### config.mk
export PLATFORM = sky130hd
export DESIGN_NAME = sync_fifo_flags
export DESIGN_NICKNAME = d
export VERILOG_FILES = /design/src/rtl/sync_fifo_flags.sv
export SDC_FILE = /design/constraint.sdc
export NUM_CORES = 1
export LEC_CHECK = 0
export ABC_AREA = 1
export CAP_MARGIN = 0
export CORE_MARGIN = 3
export CORE_UTILIZATION = 40
export CTS_CLUSTER_DIAMETER = 60
export DETAILED_ROUTE_END_ITERATION = 8
export HOLD_SLACK_MARGIN = 0.03
export SLEW_MARGIN = 40
export SYNTH_ARGS = -nofsm -noshare
export SYNTH_HDL_FRONTEND = slang
export SYNTH_SLANG_ARGS = --single-unit
### constraint.sdc
create_clock -name clk -period 1.8 [get_ports clk]
set_input_delay 0.27 -clock clk [delete_from_list [all_inputs] [get_ports clk]]
set_output_delay 0.27 -clock clk [all_outputs]
set_load 0.05 [all_outputs]
### src/rtl/sync_fifo_flags.sv
// Single-clock FIFO with registered status flags, occupancy count and sticky
// overflow/underflow errors. Define FWFT_EN for first-word fall-through reads.
module sync_fifo_flags #(
  parameter int DEPTH      = 8,
  parameter int DATA_WIDTH = 8,
  parameter int AF_LEVEL   = 6,
  parameter int AE_LEVEL   = 2,
  parameter int PTR_WIDTH  = $clog2(DEPTH)
) (
  input  logic                  clk,
  input  logic                  rst_n,
  input  logic                  w_en,
  input  logic                  r_en,
  input  logic                  err_clr,
  input  logic [DATA_WIDTH-1:0] data_in,
  output logic [DATA_WIDTH-1:0] data_out,
  output logic                  full,
  output logic                  empty,
  output logic                  almost_full,
  output logic                  almost_empty,
  output logic [PTR_WIDTH:0]    count,
  output logic                  overflow,
  output logic                  underflow
);

  localparam int CW = PTR_WIDTH + 1;
  localparam logic [PTR_WIDTH:0] LP_DEPTH = CW'(DEPTH);
  localparam logic [PTR_WIDTH:0] LP_AF    = CW'(AF_LEVEL);
  localparam logic [PTR_WIDTH:0] LP_AE    = CW'(AE_LEVEL);

  if ((DEPTH < 2) || ((DEPTH & (DEPTH - 1)) != 0)) begin : g_bad_depth
    $fatal(1, "sync_fifo_flags: DEPTH must be a power of two >= 2");
  end
  if ((AF_LEVEL < 1) || (AF_LEVEL > DEPTH)) begin : g_bad_af
    $fatal(1, "sync_fifo_flags: AF_LEVEL out of range 1..DEPTH");
  end
  if ((AE_LEVEL < 0) || (AE_LEVEL > DEPTH - 1)) begin : g_bad_ae
    $fatal(1, "sync_fifo_flags: AE_LEVEL out of range 0..DEPTH-1");
  end

  logic [DATA_WIDTH-1:0] r_mem [DEPTH];
  logic [PTR_WIDTH:0]    r_wptr;
  logic [PTR_WIDTH:0]    r_rptr;
  logic [PTR_WIDTH:0]    r_count;
  logic                  r_full;
  logic                  r_empty;
  logic                  r_af;
  logic                  r_ae;
  logic                  r_ovf;
  logic                  r_udf;

  logic                  w_wr_acc;
  logic                  w_rd_acc;
  logic [PTR_WIDTH:0]    w_count_nxt;
  logic [PTR_WIDTH-1:0]  w_waddr;
  logic [PTR_WIDTH-1:0]  w_raddr;

  // Acceptance uses the flags registered at the start of the cycle.
  assign w_wr_acc = w_en & ~r_full;
  assign w_rd_acc = r_en & ~r_empty;
  assign w_waddr  = r_wptr[PTR_WIDTH-1:0];
  assign w_raddr  = r_rptr[PTR_WIDTH-1:0];

  always_comb begin
    w_count_nxt = r_count;
    case ({w_wr_acc, w_rd_acc})
      2'b10:   w_count_nxt = r_count + 1'b1;
      2'b01:   w_count_nxt = r_count - 1'b1;
      default: w_count_nxt = r_count;
    endcase
  end

  always_ff @(posedge clk) begin
    if (w_wr_acc) begin
      r_mem[w_waddr] <= data_in;
    end
  end

  // Pointers carry one extra bit and wrap modulo 2*DEPTH.
  always_ff @(posedge clk or negedge rst_n) begin
    if (!rst_n) begin
      r_wptr  <= '0;
      r_rptr  <= '0;
      r_count <= '0;
      r_full  <= 1'b0;
      r_empty <= 1'b1;
      r_af    <= 1'b0;
      r_ae    <= 1'b1;
      r_ovf   <= 1'b0;
      r_udf   <= 1'b0;
    end else begin
      if (w_wr_acc) r_wptr <= r_wptr + 1'b1;
      if (w_rd_acc) r_rptr <= r_rptr + 1'b1;
      r_count <= w_count_nxt;
      r_full  <= (w_count_nxt == LP_DEPTH);
      r_empty <= (w_count_nxt == '0);
      r_af    <= (w_count_nxt >= LP_AF);
      r_ae    <= (w_count_nxt <= LP_AE);
      // A new error in the same cycle as err_clr keeps the flag set.
      if (w_en & r_full)    r_ovf <= 1'b1;
      else if (err_clr)     r_ovf <= 1'b0;
      if (r_en & r_empty)   r_udf <= 1'b1;
      else if (err_clr)     r_udf <= 1'b0;
    end
  end

`ifdef FWFT_EN
  assign data_out = r_mem[w_raddr];
`else
  logic [DATA_WIDTH-1:0] r_dout;

  always_ff @(posedge clk or negedge rst_n) begin
    if (!rst_n) begin
      r_dout <= '0;
    end else if (w_rd_acc) begin
      r_dout <= r_mem[w_raddr];
    end
  end

  assign data_out = r_dout;
`endif

  assign full         = r_full;
  assign empty        = r_empty;
  assign almost_full  = r_af;
  assign almost_empty = r_ae;
  assign count        = r_count;
  assign overflow     = r_ovf;
  assign underflow    = r_udf;

endmodule
==> impl_results.md, run 1 <==
- Initial antenna violation count: 0
- Worst-path clk slew: 0.09 ns
- Die height: 101 µm
- DP Worst Slack: -0.277 ns
- Layout fillers: 727
- Setup crit end kind: flop
- 1st-iter DRT viols: 127
- Final-report hold violation count: 0
- Grt ovf: 0
- Final worst slack: 0.00702 ns
- Syn nets: 310
- Max frequency: 558 MHz
- Total power: 8000 µW
- CTS Sinks: 88
- First-pass GRT wire length: 12,500 µm
- Pleak: 0.00184 µW
- Syn-to-layout area delta: 27.4%
- Die area: 10,100 µm²
- Final max-slew violation count: 0
- Slew @ Worst Pin: 0.508 ns
- Area leader, netlist: edfxtp_1
- Worst Path Max Fanout: 4
- Slowest-stage cell, CP: dfstp_4
- Final-stage net count: 376
- Routability cong.: 0.860
- Ys flop type: edfxtp_1
- Power Density: 1750 nW/µm²
- Data required time of the worst path: 2.08 ns
- TritonCTS clock tree: built
- Largest net degree at the start of global routing: 33
- Outcome: completed
- CP arrival: 2.08 ns
- Placed cell areas: 4310 µm²
- Worst path max stage delay: 0.66 ns
- Routed WL: 7650 µm
- Mapped Area: 3590 µm²
- Relative slew slack: 66.0%
- R2R depth: 13
- Design area: 4570 µm²
- FF-to-FF setup slack: 0.007 ns
- Vias per cell: 5.14
- Fraction of layout instances using a drive strength above 1: 23.4%
- Hold_buf cts: 0
- FF-to-FF End: full$_DFF_PN0_
- Hold Path Class: in2async
- Synth cell count leaders: edfxtp_1 (64), nor2_1 (42), nand2_1 (38)
- Min cycle time layout: 1.79 ns
- Antenna fix cells: 0
- Synth Instances: 293
- CORE AREA: 8460 µm²
- Root buffer cell: clkbuf_8
- Routed vias: 2,411
- Post-DR wirelength/cell: 16.3 µm
- Final HPWL DP: 5190 µm
- Die width: 101 µm
- Worst r2r src: empty$_DFF_PN1_
- Max Cap Viol: 0
- Peak supply drop: 0.602 mV
- Syn. warnings: 0
- RSZ-0062 raised after global routing: yes
- Register area share after synthesis: 70.4%
- Synth top area share: 53.6%
- EDFF count, synth: 64
- Vias in the first global route: 2,426
- Final setup violating endpoints: 0
- Residual DRC: 0
- Post-synthesis register bit count: 88
- H-tree Lvls: 3
- Skew final: 0.00627 ns
- Asr flop ratio synth: 27.3%
- Kind of critical path: reg2reg
- Total CTS buffers: 9
- Row count: 33
- Cell mode on critical path: nand2_2
- Crit path launch type: flop
- Worst-path cell chain: nor2_8 -> nand2_4 -> nand2_4 -> nand2_2 -> inv_2 -> ha_4 -> a21oi_2 -> inv_1 -> nand2_2 -> nand2_2 -> o21ai_4 -> nand3_2 -> a21oi_2
- Post-route antenna net violation count: 0
- GRT Util Overall: 16.1%
- Later-pin clock latency in the skew report: 0.35 ns
- Syn avg cell area: 12.2 µm²
- Initial Util: 42.4%
- Leading cell type by number of instances after synthesis: edfxtp_1
- Io pins: 31
- Initial DRT Pass Iterations: 4
- Crit share post-route: 99.6%
- Port-buffer cells: 30
- CTS max path bufs: 2
- Library cells used by synthesis: 27
- Top cells by area, synth: edfxtp_1 (54%), dfrtp_1 (15%), o21ai_0 (5.2%)
layout make-up:
| cell class | count | area (µm²) | area share [%] |
|---|---|---|---|
| multi-input combinational | 173 | 1010 | 22.1 |
| clock buffer | 10 | 128 | 2.79 |
| sequential | 88 | 2530 | 55.4 |
| timing repair buffer | 65 | 597 | 13.1 |
| tap | 105 | 131 | 2.88 |
| clock inverter | 6 | 92.6 | 2.03 |
| inverter | 22 | 82.6 | 1.81 |
timing repair:
action / CTS / global route
resized for setup: 4 / 8
setup buffers: 0 / 3
setup endpoints to repair: 6 / 10
pin swaps: 2 / 1
power by group:
part           internal (µW)  total [µW]  leakage [µW]  switching [µW]
clock network            792        1500      0.000108             711
registers               2680        2910      0.000868             224
logic                   1280        3590      0.000860            2320
total                   4750        8000       0.00184            3250
logic make-up after synthesis:
group	Yosys count	share of synthesized area, %
AND/OR/NAND/NOR	104	13.1
flip-flops	88	70.4
AO/OA/AOI/OAI	60	10.5
buffers and inverters	32	3.35
XOR/XNOR	5	1.22
adder cells (fa/ha/maj)	4	1.40
cell usage in the layout (no fill, tap or decap), drive strengths merged:
master,synthesis,layout
clkinvlp,0,1
inv,22,23
or2,1,1
nand2,44,44
o221ai,14,14
nand3,14,14
clkdlybuf4s50,0,15
ha,4,4
dlygate4sd2,0,3
clkbuf,9,10
xnor2,2,2
dlymetal6s2s,0,6
dfrtp,22,22
a21oi,2,2
o22ai,2,2
o21ai,39,39
buf,1,41
dfstp,2,2
nor2,43,43
bufinv,0,2
o211ai,3,3
nor3,2,2
clkinv,0,2
xor2,3,3
edfxtp,64,64
registers in the layout, indices dropped and copies added (netlist names):
name / flops
r_mem: 64
data_out: 8
count: 4
r_rptr: 3
r_wptr: 3
almost_empty: 1
almost_full: 1
empty: 1
full: 1
overflow: 1
underflow: 1
through the flow:
stage | util, % | cells | TNS [ns] | hold WS, ns
CTS | 53.5 | 466 | 0 | 0.263
floorplan | - | 293 | -0.105 | -0.0256
global placement | 50.9 | 450 | -3.65 | 0.467
global route | 54.0 | 469 | -0.419 | 0.298
finish | 54.0 | 469 | 0 | 0.270
detailed placement | 50.9 | 450 | -4.08 | 0.467
worst max-delay path: cells and delay by family, from the launching register on:
kind            cells  cell delay (ns)
flops               1             0.66
compound gates      3             0.38
fa+ha+maj           1             0.15
buf+inv             2             0.11
simple gates        7             0.42
how the worst max path moves through the flow:
| stage | start | end |
|---|---|---|
| global route | empty$_DFF_PN1_ | full$_DFF_PN0_ |
| CTS | data_out[4]$_DFFE_PN0P_ | data_out[4] |
| global placement | r_en | full$_DFF_PN0_ |
| detailed placement | r_en | full$_DFF_PN0_ |
| floorplan | empty$_DFF_PN1_ | full$_DFF_PN0_ |
| finish | empty$_DFF_PN1_ | full$_DFF_PN0_ |
metal layers:
metal  share of wire [%]  GRT usage, %  wire length, µm  up-vias
li1                    -             -                -     1171
met1                  46          22.9             3540     1134
met2                  44          24.3             3390       89
met3                 7.2          3.11              550       17
met4                 2.1          6.63              164        0
met5                   0             0                0        -
Power figures use the tool's default switching activity.
==> run 2: changes to the inputs <==
--- a/config.mk
+++ b/config.mk
@@ -11,6 +11,7 @@
 export CORE_UTILIZATION = 40
 export CTS_CLUSTER_DIAMETER = 60
 export DETAILED_ROUTE_END_ITERATION = 8
+export GPL_TIMING_DRIVEN = 0
 export HOLD_SLACK_MARGIN = 0.03
 export SLEW_MARGIN = 40
 export SYNTH_ARGS = -nofsm -noshare
==> impl_results.md, run 2 (same netlist as run 1, synthesis figures left out) <==
- Grt ovf: 0
- Cell mode on critical path: nand2_2
- Hold Path Class: in2async
- Worst path max stage delay: 0.66 ns
- Initial Util: 42.4%
- Max Cap Viol: 0
- Routed WL: 7910 µm
- RSZ-0062 raised after global routing: yes
- TritonCTS clock tree: built
- Total CTS buffers: 9
- Die area: 10,100 µm²
- Pleak: 0.00179 µW
- Final hold slack: 0.421 ns
- Initial antenna violation count: 0
- Failing checks: negative setup slack
- Io pins: 31
- Min cycle time layout: 1.86 ns
- Worst-path clk slew: 0.09 ns
- Final HPWL DP: 5000 µm
- Data required time of the worst path: 2.08 ns
- CORE AREA: 8460 µm²
- Final setup violating endpoints: 3
- H-tree Lvls: 3
- Area of the multi-input gates: 1060 µm²
- Peak supply drop: 0.638 mV
- Slew @ Worst Pin: 0.618 ns
- Crit share post-route: 103%
- Skew final: 0.00923 ns
- Outcome: complete, but fails checks
- Antenna fix cells: 0
- Later-pin clock latency in the skew report: 0.35 ns
- Kind of critical path: reg2reg
- Vias in the first global route: 2,320
- Final-stage net count: 359
- CP delay by family, top: flip-flops
- Slowest-stage cell, CP: dfstp_4
- Row count: 33
- CTS Sinks: 88
- Die width: 101 µm
- GRT Util Overall: 16.6%
- Initial DRT Pass Iterations: 5
- CTS max path bufs: 2
- Worst Path Max Fanout: 5
- Die height: 101 µm
- Worst-path cell chain: nor2_8 -> nand2_4 -> nand2_2 -> nand2_1 -> inv_2 -> ha_4 -> a21oi_4 -> inv_2 -> nand2_2 -> nand2_2 -> o21ai_4 -> nand3_2 -> a21oi_2
- Root buffer cell: clkbuf_8
- First-pass GRT wire length: 12,300 µm
- Commonest cells after routing, fill and taps aside: edfxtp_1 (64), nand2_1 (37), o21ai_0 (36)
- Max frequency: 537 MHz
- Vias per cell: 5.27
- Routability cong.: 0.735
- Setup crit end kind: flop
- Syn-to-layout area delta: 25.9%
- Final-report hold violation count: 0
- Port-buffer cells: 30
- Crit path launch type: flop
- Final max-slew violation count: 0
- Max reg flops: 64
- Fraction of layout instances using a drive strength above 1: 18.7%
- CP arrival: 2.14 ns
- CP Buf/Inv Count: 2
- 1st-iter DRT viols: 130
- Post-route antenna net violation count: 0
- Power Density: 1820 nW/µm²
- Residual DRC: 0
- Post-layout util: 53.3%
- Routed vias: 2,380
- Largest Register: r_mem
- Most common cell after layout, fill and taps aside: edfxtp_1
- Relative slew slack: 58.8%
- Final worst slack: -0.0627 ns
- Reg area: 2530 µm²
- Layout fillers: 714
- Largest net degree at the start of global routing: 25
- Post-DR wirelength/cell: 17.5 µm
==> run 2: report_power, final <==
group | leakage, µW | switching, µW | internal (µW)
combinational | 0.000783 | 2320 | 1040
sequential | 0.000868 | 293 | 2680
clock | 0.000139 | 668 | 1190
total | 0.00179 | 3280 | 4920
==> run 2: layout make-up <==
class                   instances  area share, %
plain buffers                  10           1.19
clock buffers                   9           2.74
clock inverters                 7           3.49
inverters                      22           1.83
multi-input cells             173           23.5
flip-flops and latches         88           56.1
well taps                     105           2.91
repair buffers                 38           8.23
==> run 2: what timing repair did <==
item,4_1_cts,5_1_grt
setup endpoints to repair,59,68
buffers inserted,2,5
pin swaps,4,7
gates resized for setup,17,27
hold buffers,1,0
hold endpoints to repair,22,0
==> run 2: path summary, 6_finish.rpt <==
check | from | to | slack, ns | cells after the start
worst max-delay path | empty$_DFF_PN1_ | full$_DFF_PN0_ | -0.06 | 13
worst min-delay path | rst_n | data_out[5]$_DFFE_PN0P_ | 0.42 | 2
worst max register to register | empty$_DFF_PN1_ | full$_DFF_PN0_ | -0.06 | 13
worst min register to register | data_out[7]$_DFFE_PN0P_ | data_out[7]$_DFFE_PN0P_ | 0.49 | 2
max in group asynchronous | rst_n | full$_DFF_PN0_ | 0.98 | 2
min in group clk | data_out[7]$_DFFE_PN0P_ | data_out[7]$_DFFE_PN0P_ | 0.49 | 2
==> run 2: metal layers <==
layer	GRT usage (%)	vias to the layer above	routed length, µm
li1	-	1133	-
met1	22.2	1149	3380
met2	25.8	89	3820
met3	5.54	9	614
met4	4.56	0	92
met5	0	-	0
==> run 2: metrics by stage <==
stage / total power [µW] / setup WS [ns] / TNS (ns) / instances / cell area (µm²)
2_1_floorplan: 5200 / -0.0462 / -0.105 / 293 / 3650
3_3_place_gp: 6200 / -0.497 / -27.27 / 428 / 4090
3_5_place_dp: 6250 / -0.466 / -25.77 / 428 / 4080
4_1_cts: 8100 / -0.153 / -3.49 / 447 / 4400
5_1_grt: 8680 / -0.171 / -0.592 / 452 / 4510
6_report: 8200 / -0.0627 / -0.132 / 452 / 4510
==> run 3: changes to the inputs <==
--- a/config.mk
+++ b/config.mk
@@ -13,6 +13,7 @@
 export DETAILED_ROUTE_END_ITERATION = 8
 export GPL_TIMING_DRIVEN = 0
 export HOLD_SLACK_MARGIN = 0.03
+export SETUP_SLACK_MARGIN = 0.4
 export SLEW_MARGIN = 40
 export SYNTH_ARGS = -nofsm -noshare
 export SYNTH_HDL_FRONTEND = slang
==> impl_results.md, run 3 (same netlist as run 1, synthesis figures left out) <==
- Max Cap Viol: 0
- Placed instance count: 428
- Commonest cells after routing, fill and taps aside: edfxtp_1 (64), nand2_1 (35), nor2_1 (34)
- CP Launch Point: empty$_DFF_PN1_
- Seq pwr share: 35.9%
- Later-pin clock latency in the skew report: 0.36 ns
- Switching Fraction: 41.4%
- Routability cong.: 0.746
- Max reg flops: 64
- Crit path launch type: flop
- Layout fillers: 706
- Max frequency: 533 MHz
- 1st-iter DRT viols: 131
- Worst Path Max Fanout: 5
- Pleak: 0.00180 µW
- Root buffer cell: clkbuf_8
- RSZ-0062 raised after global routing: yes
- Final max-slew violation count: 0
- Hold EP: overflow$_DFFE_PN0P_
- FF-to-FF setup slack: -0.08 ns
- Die height: 101 µm
- Relative slew slack: 62.5%
- Slew @ Worst Pin: 0.563 ns
- Setup TNS Final: -0.235 ns
- Min-delay src: w_en
- Final setup violating endpoints: 6
- Final-report hold violation count: 0
- Post-DR wirelength/cell: 17.7 µm
- Initial Util: 42.4%
- Crit share post-route: 104%
- Min cycle time layout: 1.88 ns
- Hold Path Depth: 3
- Die width: 101 µm
- Fraction of layout instances using a drive strength above 1: 31.6%
- Kind of critical path: reg2reg
- Syn-to-layout area delta: 32.2%
- Worst-path clk slew: 0.08 ns
- Residual DRC: 0
- Post-route antenna net violation count: 0
- Int Power: 4900 µW
- GRT Util Overall: 17.4%
- CP arrival: 2.16 ns
- Most common cell after layout, fill and taps aside: edfxtp_1
- Final HPWL DP: 5210 µm
- Failing checks: negative setup slack
- Routed vias: 2,492
- Psw: 3470 µW
- DP Worst Slack: -0.475 ns
- Io pins: 31
- H-tree Lvls: 3
- Clock Power Share: 17.4%
- Initial DRT Pass Iterations: 4
- Total CTS buffers: 9
- Power Density: 1770 nW/µm²
- Non-Filler Instances: 469
- Antenna fix cells: 0
- CTS max path bufs: 2
- Grt ovf: 0
- Peak supply drop: 0.680 mV
- Setup crit end kind: flop
- TritonCTS clock tree: built
- Largest Register: r_mem
- CORE AREA: 8460 µm²
- Largest net degree at the start of global routing: 25
- Data required time of the worst path: 2.08 ns
- First-pass GRT wire length: 13,100 µm
- Row count: 33
- Routed WL: 8300 µm
- Final worst slack: -0.0778 ns
- Die area: 10,100 µm²
- Final-stage net count: 376
- R2R depth: 13
- Worst r2r src: empty$_DFF_PN1_
- CTS Sinks: 88
- Hold Path Class: in2reg
- Skew final: 0.0110 ns
- Initial antenna violation count: 0
- Gate power share: 46.7%
- FF-to-FF End: full$_DFF_PN0_
- Vias in the first global route: 2,374
- Vias per cell: 5.31
- Outcome: complete, but fails checks
- Port-buffer cells: 30
[run 3: worst max-delay path by stage]
stage,to
CTS,full$_DFF_PN0_
global route,full$_DFF_PN0_
global placement,full$_DFF_PN0_
floorplan,full$_DFF_PN0_
detailed placement,full$_DFF_PN0_
finish,full$_DFF_PN0_
[run 3: per-stage QoR]
step / instance area, µm² / hold slack, ns / utilization [%] / power [µW]
floorplan: 3710 / -0.0256 / - / 5310
global placement: 4140 / 0.464 / 48.9 / 6300
detailed placement: 4140 / 0.291 / 48.9 / 6380
CTS: 4640 / 0.433 / 54.9 / 8200
global route: 4740 / 0.322 / 56.0 / 8890
finish: 4740 / 0.281 / 56.0 / 8370
[run 3: critical path, stage by stage (launching register included)]
cell	delay [ns]
dfstp_4	0.66
nor2_8	0.05
nand2_4	0.06
nand2_2	0.06
nand2_2	0.06
inv_2	0.05
ha_4	0.15
a21oi_4	0.13
inv_2	0.05
nand2_2	0.05
nand2_2	0.06
o21ai_4	0.19
nand3_2	0.12
a21oi_2	0.11
[run 3: metal layers]
metal  global-route usage [%]  wire [µm]  part of all wire, %
met1                     24.6       3690                   44
met2                     26.9       3920                   47
met3                     3.94        599                  7.2
met4                     5.18         90                  1.1
met5                        0          0                    0
[run 3: power groups by stage]
stage | combinational, µW | sequential, µW | clock, µW
2_1_floorplan | 1710 | 3610 | 0
3_3_place_gp | 3280 | 3020 | 0
3_5_place_dp | 3350 | 3030 | 0
4_1_cts | 3690 | 3010 | 1500
5_1_grt | 4250 | 3050 | 1590
6_report | 3910 | 3000 | 1460
[run 3: cell type report]
class,instances,area [µm²],share of cell area [%]
Multi-Input combinational cell,173,1110,23.5
Inverter,22,90.1,1.90
Timing Repair Buffer,55,548,11.6
Sequential cell,88,2530,53.5
Buffer,10,110,2.32
Tap cell,105,131,2.77
Clock inverter,6,83.8,1.77
Clock buffer,10,128,2.69
[run 3: repair_timing]
item | 4_1_cts | 5_1_grt
pin swaps | 13 | 20
cloned | 0 | 0
gates resized for setup | 101 | 45
hold buffers | 1 | 0
endpoints found under the hold margin | 22 | 0
endpoints found under the setup margin | 99 | 84
setup buffers | 18 | 6
==> variant 1, RTL diff (flow settings as in run 2) <==
The parameter `DEPTH` goes from 8 to 16.
--- a/src/rtl/sync_fifo_flags.sv
+++ b/src/rtl/sync_fifo_flags.sv
@@ -2,5 +2,5 @@
 // overflow/underflow errors. Define FWFT_EN for first-word fall-through reads.
 module sync_fifo_flags #(
-  parameter int DEPTH      = 8,
+  parameter int DEPTH      = 16,
   parameter int DATA_WIDTH = 8,
   parameter int AF_LEVEL   = 6,
Interface: changed (resized count); port bits go from 31 to 32. No check against the original RTL was run, so the function may have changed too.
==> variant 1 against run 2 <==
- the run still ends with setup timing left
- cell count is 79% higher
- sequential power is 61% higher
- largest cell class unchanged
- wire length is 96% higher
- sequential cell count is 67 higher
- cell area is 74% higher
- synthesized cell count is 77% higher
- clock skew is 0.0013 ns lower
- critical path type unchanged
- setup slack worse by 0.035 ns
- total power is 68% higher
- area after synthesis is 78% higher
==> variant 1: results (changes against run 2) <==
=================================================================================================================
Total CTS buffers                                                                                              17   was 9
Global-route wire length before repair                                                                   24120 um   was 12280 um
Global routing usage summed across all routing layers                                                      18.19%   was 16.56%
Clk_lat worst skew                                                                                        0.42 ns   was 0.35 ns
Launching instance or port of the critical path                                                      full$_DFF_PN0_   was empty$_DFF_PN1_
Slowest cell on the critical path                                                                    sky130_fd_sc_hd__nor2_2   was sky130_fd_sc_hd__dfstp_4
EDFF count, synth                                                                                             128   was 64
Synth async-reset ratio                                                                                    17.42%   was 27.27%
Leakage power                                                                                            2.849 nW   was 1.790 nW
Synth Net Count                                                                                               540   was 310
Logic depth of the worst register-to-register path                                                              5   was 13
Max reg flops                                                                                                 128   was 64
Unique masters post-synth                                                                                      34   was 27
Biggest fanout along the worst timing path                                                                      8   was 5
CP arrival                                                                                                1.95 ns   was 2.14 ns
Cell count after synthesis                                                                                    520   was 293
Top cells by area, synth                                                                             sky130_fd_sc_hd__edfxtp_1 60%, sky130_fd_sc_hd__dfrtp_1 9.8%, sky130_fd_sc_hd__nor2_1 4.8%   was sky130_fd_sc_hd__edfxtp_1 54%, sky130_fd_sc_hd__dfrtp_1 15%, sky130_fd_sc_hd__o21ai_0 5.2%
Layout fillers                                                                                               1348   was 714
Run status                                                                                           finished, violations left   unchanged
Total length of routed wires                                                                             15540 um   was 7910 um
XOR/XNOR share of the synthesized area                                                                     1.098%   was 1.221%
Longest individual stage delay on the worst path                                                          0.55 ns   was 0.66 ns
Worst hold-check slack                                                                                  0.4287 ns   was 0.4207 ns
Arithmetic-cell share of the synthesized area counting full adders, half adders and majority gates         1.373%   was 1.396%
Worst IR Drop VDD                                                                                         1165 uV   was 637.9 uV
Detail-routed via count per cell                                                                            5.397   was 5.265
Reg-to-reg critical path endpoint                                                                    r_mem[4][2]$_DFFE_PP_   was full$_DFF_PN0_
Routability-driven placement congestion ratio                                                              0.8466   was 0.7354
Clock slew seen by the registers of the worst setup and hold paths                                        0.06 ns   was 0.09 ns
Number of setup violations in the final report                                                                 43   was 3
Detailed-placement wirelength estimate                                                                   10070 um   was 5000 um
Maximum number of pins on one net before global-route repair                                                   28   was 25
Ratio of cells with drive above 1 in the final layout                                                      20.64%   was 18.73%
Setup WS post-layout                                                                                  -0.09759 ns   was -0.06267 ns
Failing checks                                                                                       setup timing   unchanged
Synthesized-area fraction occupied by ao, oa, aoi and oai cells                                            10.20%   was 10.54%
Routed wire per std cell                                                                                 19.26 um   was 17.50 um
Placed cell count                                                                                             762   was 428
Clock H-tree levels                                                                                             4   was 3
Crit Reg-Reg Startpoint                                                                              full$_DFF_PN0_   was empty$_DFF_PN1_
Clock root cell                                                                                      sky130_fd_sc_hd__clkbuf_16   was sky130_fd_sc_hd__clkbuf_8
=================================================================================================================
## variant 1: cell types whose count changed after synthesis, sizes merged, moves of 8 or more
cell and change:
edfxtp +64, o22ai +9, nand3 +8, buf +14, nand2 +30, o21ai +38, nor2 +42
## variant 1: repair_timing
item / CTS / global route
hold buffers: 1 / 0
pin swaps: 5 / 8
buffers inserted: 6 / 8
endpoints found under the setup margin: 159 / 141
resized for setup: 56 / 24
hold endpoints to repair: 25 / 0
## variant 1: cells by family after synthesis
kind of cell,Yosys count
muxes,2
AOI/OAI and AO/OA,111
adders and majority gates,7
xor gates and xnor gates,8
DFF,155
and+or+nand+nor,186
buffers and inverters,51
## variant 1: where the power goes
group	internal, mW	total (mW)	leakage [nW]	switching (mW)
combinational	1.77	5.68	1.11	3.91
clock	1.99	3.31	0.260	1.32
sequential	4.50	4.80	1.48	0.302
## variant 1: critical path: cells and delay by family (launching register included)
family,cells,cell delay [ns]
buf+inv,2,0.25
simple gates,3,0.87
flops,1,0.41
## variant 1: worst min path at each step
stage	start	end	depth (start not counted)
final	rst_n	data_out[2]$_DFFE_PN0P_	2
after global routing	err_clr	underflow$_DFFE_PN0P_	2
after CTS	rst_n	data_out[2]$_DFFE_PN0P_	2
after detailed placement	rst_n	data_out[2]$_DFFE_PN0P_	1
after global placement	data_out[5]$_DFFE_PN0P_	data_out[5]$_DFFE_PN0P_	2
after floorplan	rst_n	almost_full$_DFF_PN0_	0
## variant 1: per-layer routing
metal  share of wire [%]  up-vias  track usage [%]  wire length [um]
met1                  42     2181            24.38              6581
met3                 6.3       26            4.237               980
li1                    -     1985                -                 -
met2                  49      163            28.88              7580
met4                 2.6        0            7.275               398
met5                   0        -                0                 0
## variant 1: metrics by stage
| stage | power (mW) | setup TNS [ns] | util, % | area, um2 | setup slack (ns) |
|---|---|---|---|---|---|
| floorplan | 8.289 | -0.09945 | - | 6416 | -0.03209 |
| global placement | 9.932 | -70.34 | 45.31 | 6990 | -0.6218 |
| detailed placement | 10.05 | -69.00 | 45.33 | 6993 | -0.6950 |
| CTS | 13.51 | -5.040 | 49.69 | 7666 | -0.2192 |
| global route | 14.54 | -7.515 | 50.84 | 7844 | -0.1577 |
| finish | 13.79 | -1.891 | 50.84 | 7844 | -0.09759 |
## variant 1: cell type report
cell class	instances	area [um2]	area share, %
timing repair buffer	46	429.2	5.471
clock inverter	11	105.1	1.340
multi-input combinational	314	1821	23.21
buffer	24	157.7	2.010
tap	211	264.0	3.366
clock buffer	19	432.9	5.519
sequential	155	4529	57.74
inverter	27	105.1	1.340
==> variant 2, RTL diff (flow settings as in run 2) <==
Without the edit above. Put one more register stage on the output `count`, with the module's reset. The value now appears one clock later. The other outputs are not delayed to match. Comments in the files are not updated.
--- a/src/rtl/sync_fifo_flags.sv
+++ b/src/rtl/sync_fifo_flags.sv
@@ -125,5 +125,11 @@
   assign almost_full  = r_af;
   assign almost_empty = r_ae;
-  assign count        = r_count;
+  always_ff @(posedge clk or negedge rst_n) begin
+    if (!rst_n) begin
+      count <= '0;
+    end else begin
+      count <= r_count;
+    end
+  end
   assign overflow     = r_ovf;
   assign underflow    = r_udf;
Formal check against the unedited RTL: not equivalent (a bounded check fails within 4 cycles, from zero or initial values and one cycle with rst_n low).
==> variant 2 against run 2 <==
- the flow still finishes with violations (setup timing)
- cell area up 4.4%
- total power down 1.6%
- area after synthesis up 7.0%
- wire length up 7.9%
- sequential cell count up 4
- count of clock-buffer cells in the layout up 3
- setup slack better by 0.039 ns
- clock skew up 0.0063 ns
- sequential power up 3%
- critical endpoint unchanged
==> variant 2: results (changes against run 2) <==
=================================================================================================================
Detail-routed via count per cell                                                                            4.867   was 5.265
Maximum number of pins on one net before global-route repair                                                   29   was 25
Clock skew after layout                                                                                0.01556 ns   was 0.009232 ns
Layout fillers                                                                                                833   was 714
Synth Net Count                                                                                               347   was 310
Detailed-placement wirelength estimate                                                                    5486 um   was 5000 um
Final-stage net count                                                                                         395   was 359
Relative slew margins                                                                                      58.71%   was 58.81%
XOR/XNOR share of the synthesized area                                                                     1.142%   was 1.221%
Footprint of the multi-input gates                                                                       1054 um2   was 1062 um2
Initial DRC count                                                                                             135   was 130
Synth top cells by count                                                                             64 x sky130_fd_sc_hd__edfxtp_1, 49 x sky130_fd_sc_hd__inv_1, 47 x sky130_fd_sc_hd__nand2_1, 27 x sky130_fd_sc_hd__nand3_1, 26 x sky130_fd_sc_hd__dfrtp_1   was 64 x sky130_fd_sc_hd__edfxtp_1, 42 x sky130_fd_sc_hd__nor2_1, 38 x sky130_fd_sc_hd__nand2_1, 37 x sky130_fd_sc_hd__o21ai_0, 22 x sky130_fd_sc_hd__dfrtp_1
Min-delay worst type                                                                                 input pin to flop   was input pin to asynchronous set/reset pin
Logic depth of the worst register-to-register path                                                             12   was 13
Instance area after placement                                                                            4364 um2   was 4084 um2
Failing checks                                                                                       setup timing   unchanged
Total length of routed wires                                                                              8538 um   was 7910 um
Run status                                                                                           finished, violations left   unchanged
Top cells by area, synth                                                                             sky130_fd_sc_hd__edfxtp_1 50%, sky130_fd_sc_hd__dfrtp_1 17%, sky130_fd_sc_hd__inv_1 4.8%   was sky130_fd_sc_hd__edfxtp_1 54%, sky130_fd_sc_hd__dfrtp_1 15%, sky130_fd_sc_hd__o21ai_0 5.2%
Number of global-route vias before repair                                                                    2498   was 2320
Fin Setup TNS                                                                                         -0.04456 ns   was -0.1317 ns
Synthesized-area fraction occupied by ao, oa, aoi and oai cells                                            9.589%   was 10.54%
Routability-driven placement congestion ratio                                                              0.8017   was 0.7354
Worst slack at placement                                                                               -0.6939 ns   was -0.4664 ns
Biggest fanout along the worst timing path                                                                      4   was 5
Ratio of cells with drive above 1 in the final layout                                                      18.85%   was 18.73%
Slowest cell on the critical path                                                                    sky130_fd_sc_hd__dfstp_2   was sky130_fd_sc_hd__dfstp_4
Unique masters post-synth                                                                                      25   was 27
Arithmetic-cell share of the synthesized area counting full adders, half adders and majority gates         1.631%   was 1.396%
Synth async-reset ratio                                                                                    30.43%   was 27.27%
Global-route wire length before repair                                                                   13430 um   was 12280 um
Worst IR Drop VDD                                                                                         1020 uV   was 637.9 uV
Global routing usage summed across all routing layers                                                      16.23%   was 16.56%
Setup WS post-layout                                                                                  -0.02375 ns   was -0.06267 ns
Number of setup violations in the final report                                                                  3   unchanged
Leakage power                                                                                            1.992 nW   was 1.790 nW
CP arrival                                                                                                2.10 ns   was 2.14 ns
=================================================================================================================
[variant 2: cell types whose count changed in the layout (fill, tap and decap cells not counted), moves of 6 or more]
cell                              run 2  this run
sky130_fd_sc_hd__nand3_1             10        25
sky130_fd_sc_hd__nand2_1             37        46
sky130_fd_sc_hd__o221ai_1            14         0
sky130_fd_sc_hd__nor2_1              35         1
sky130_fd_sc_hd__a21oi_1              0        16
sky130_fd_sc_hd__clkbuf_2             8         0
sky130_fd_sc_hd__o211ai_1             3        17
sky130_fd_sc_hd__o21ai_0             36        18
sky130_fd_sc_hd__o21ai_1              2        11
sky130_fd_sc_hd__buf_2                1         7
sky130_fd_sc_hd__inv_1               19        46
[variant 2: final timing paths]
check | end | slack, ns
max in group asynchronous | r_wptr[2]$_DFFE_PN0P_ | 0.92
worst min-delay path | overflow$_DFFE_PN0P_ | 0.22
worst min register to register | count[3]$_DFF_PN0_ | 0.45
worst max-delay path | full$_DFF_PN0_ | -0.02
worst max register to register | full$_DFF_PN0_ | -0.02
min in group asynchronous | data_out[5]$_DFFE_PN0N_ | 0.46
[variant 2: cell families after synthesis]
family | after synthesis
adders and majority gates | 5
and+or+nand+nor | 96
xor gates and xnor gates | 5
buffers and inverters | 66
DFF | 92
AOI/OAI and AO/OA | 65
[variant 2: cell type report]
cell class                 instances  area share (%)
clock buffer                      12           3.770
tap                              129           3.424
multi-input combinational        171           22.35
timing repair buffer              39           8.123
clock inverter                     4          0.5575
sequential                        92           55.69
buffer                            12           1.832
inverter                          52           4.247
[variant 2: routing by layer]
layer	GRT usage, %	vias up	wire [um]
met2	26.32	68	4301
met5	0	-	0
met4	7.217	0	196
met3	2.607	16	456
met1	21.63	1193	3583
li1	-	1210	-
[variant 2: what timing repair did]
| item | 4_1_cts | 5_1_grt |
|---|---|---|
| hold endpoints to repair | 26 | 0 |
| resized for setup | 20 | 17 |
| hold buffers | 1 | 0 |
| setup endpoints to repair | 51 | 46 |
| pin swaps | 7 | 9 |
| buffers inserted | 5 | 3 |
[variant 2: stage by stage]
| stage | total power, mW | std cells |
|---|---|---|
| floorplan | 5.473 | 329 |
| global placement | 6.483 | 488 |
| detailed placement | 6.560 | 488 |
| CTS | 8.077 | 510 |
| global route | 8.551 | 511 |
| finish | 8.067 | 511 |
[variant 2: worst register-to-register path: cells and delay by family (launching register included)]
family | cells | cell delay (ns)
adders and majority gates | 2 | 0.32
and+or+nand+nor | 7 | 0.57
buffers and inverters | 1 | 0.05
DFF | 1 | 0.59
AOI/OAI and AO/OA | 2 | 0.22
[variant 2: where the power goes]
| part | internal, mW | switching (mW) |
|---|---|---|
| Clock | 0.676 | 0.712 |
| Sequential | 2.82 | 0.242 |
| Combinational | 1.19 | 2.43 |
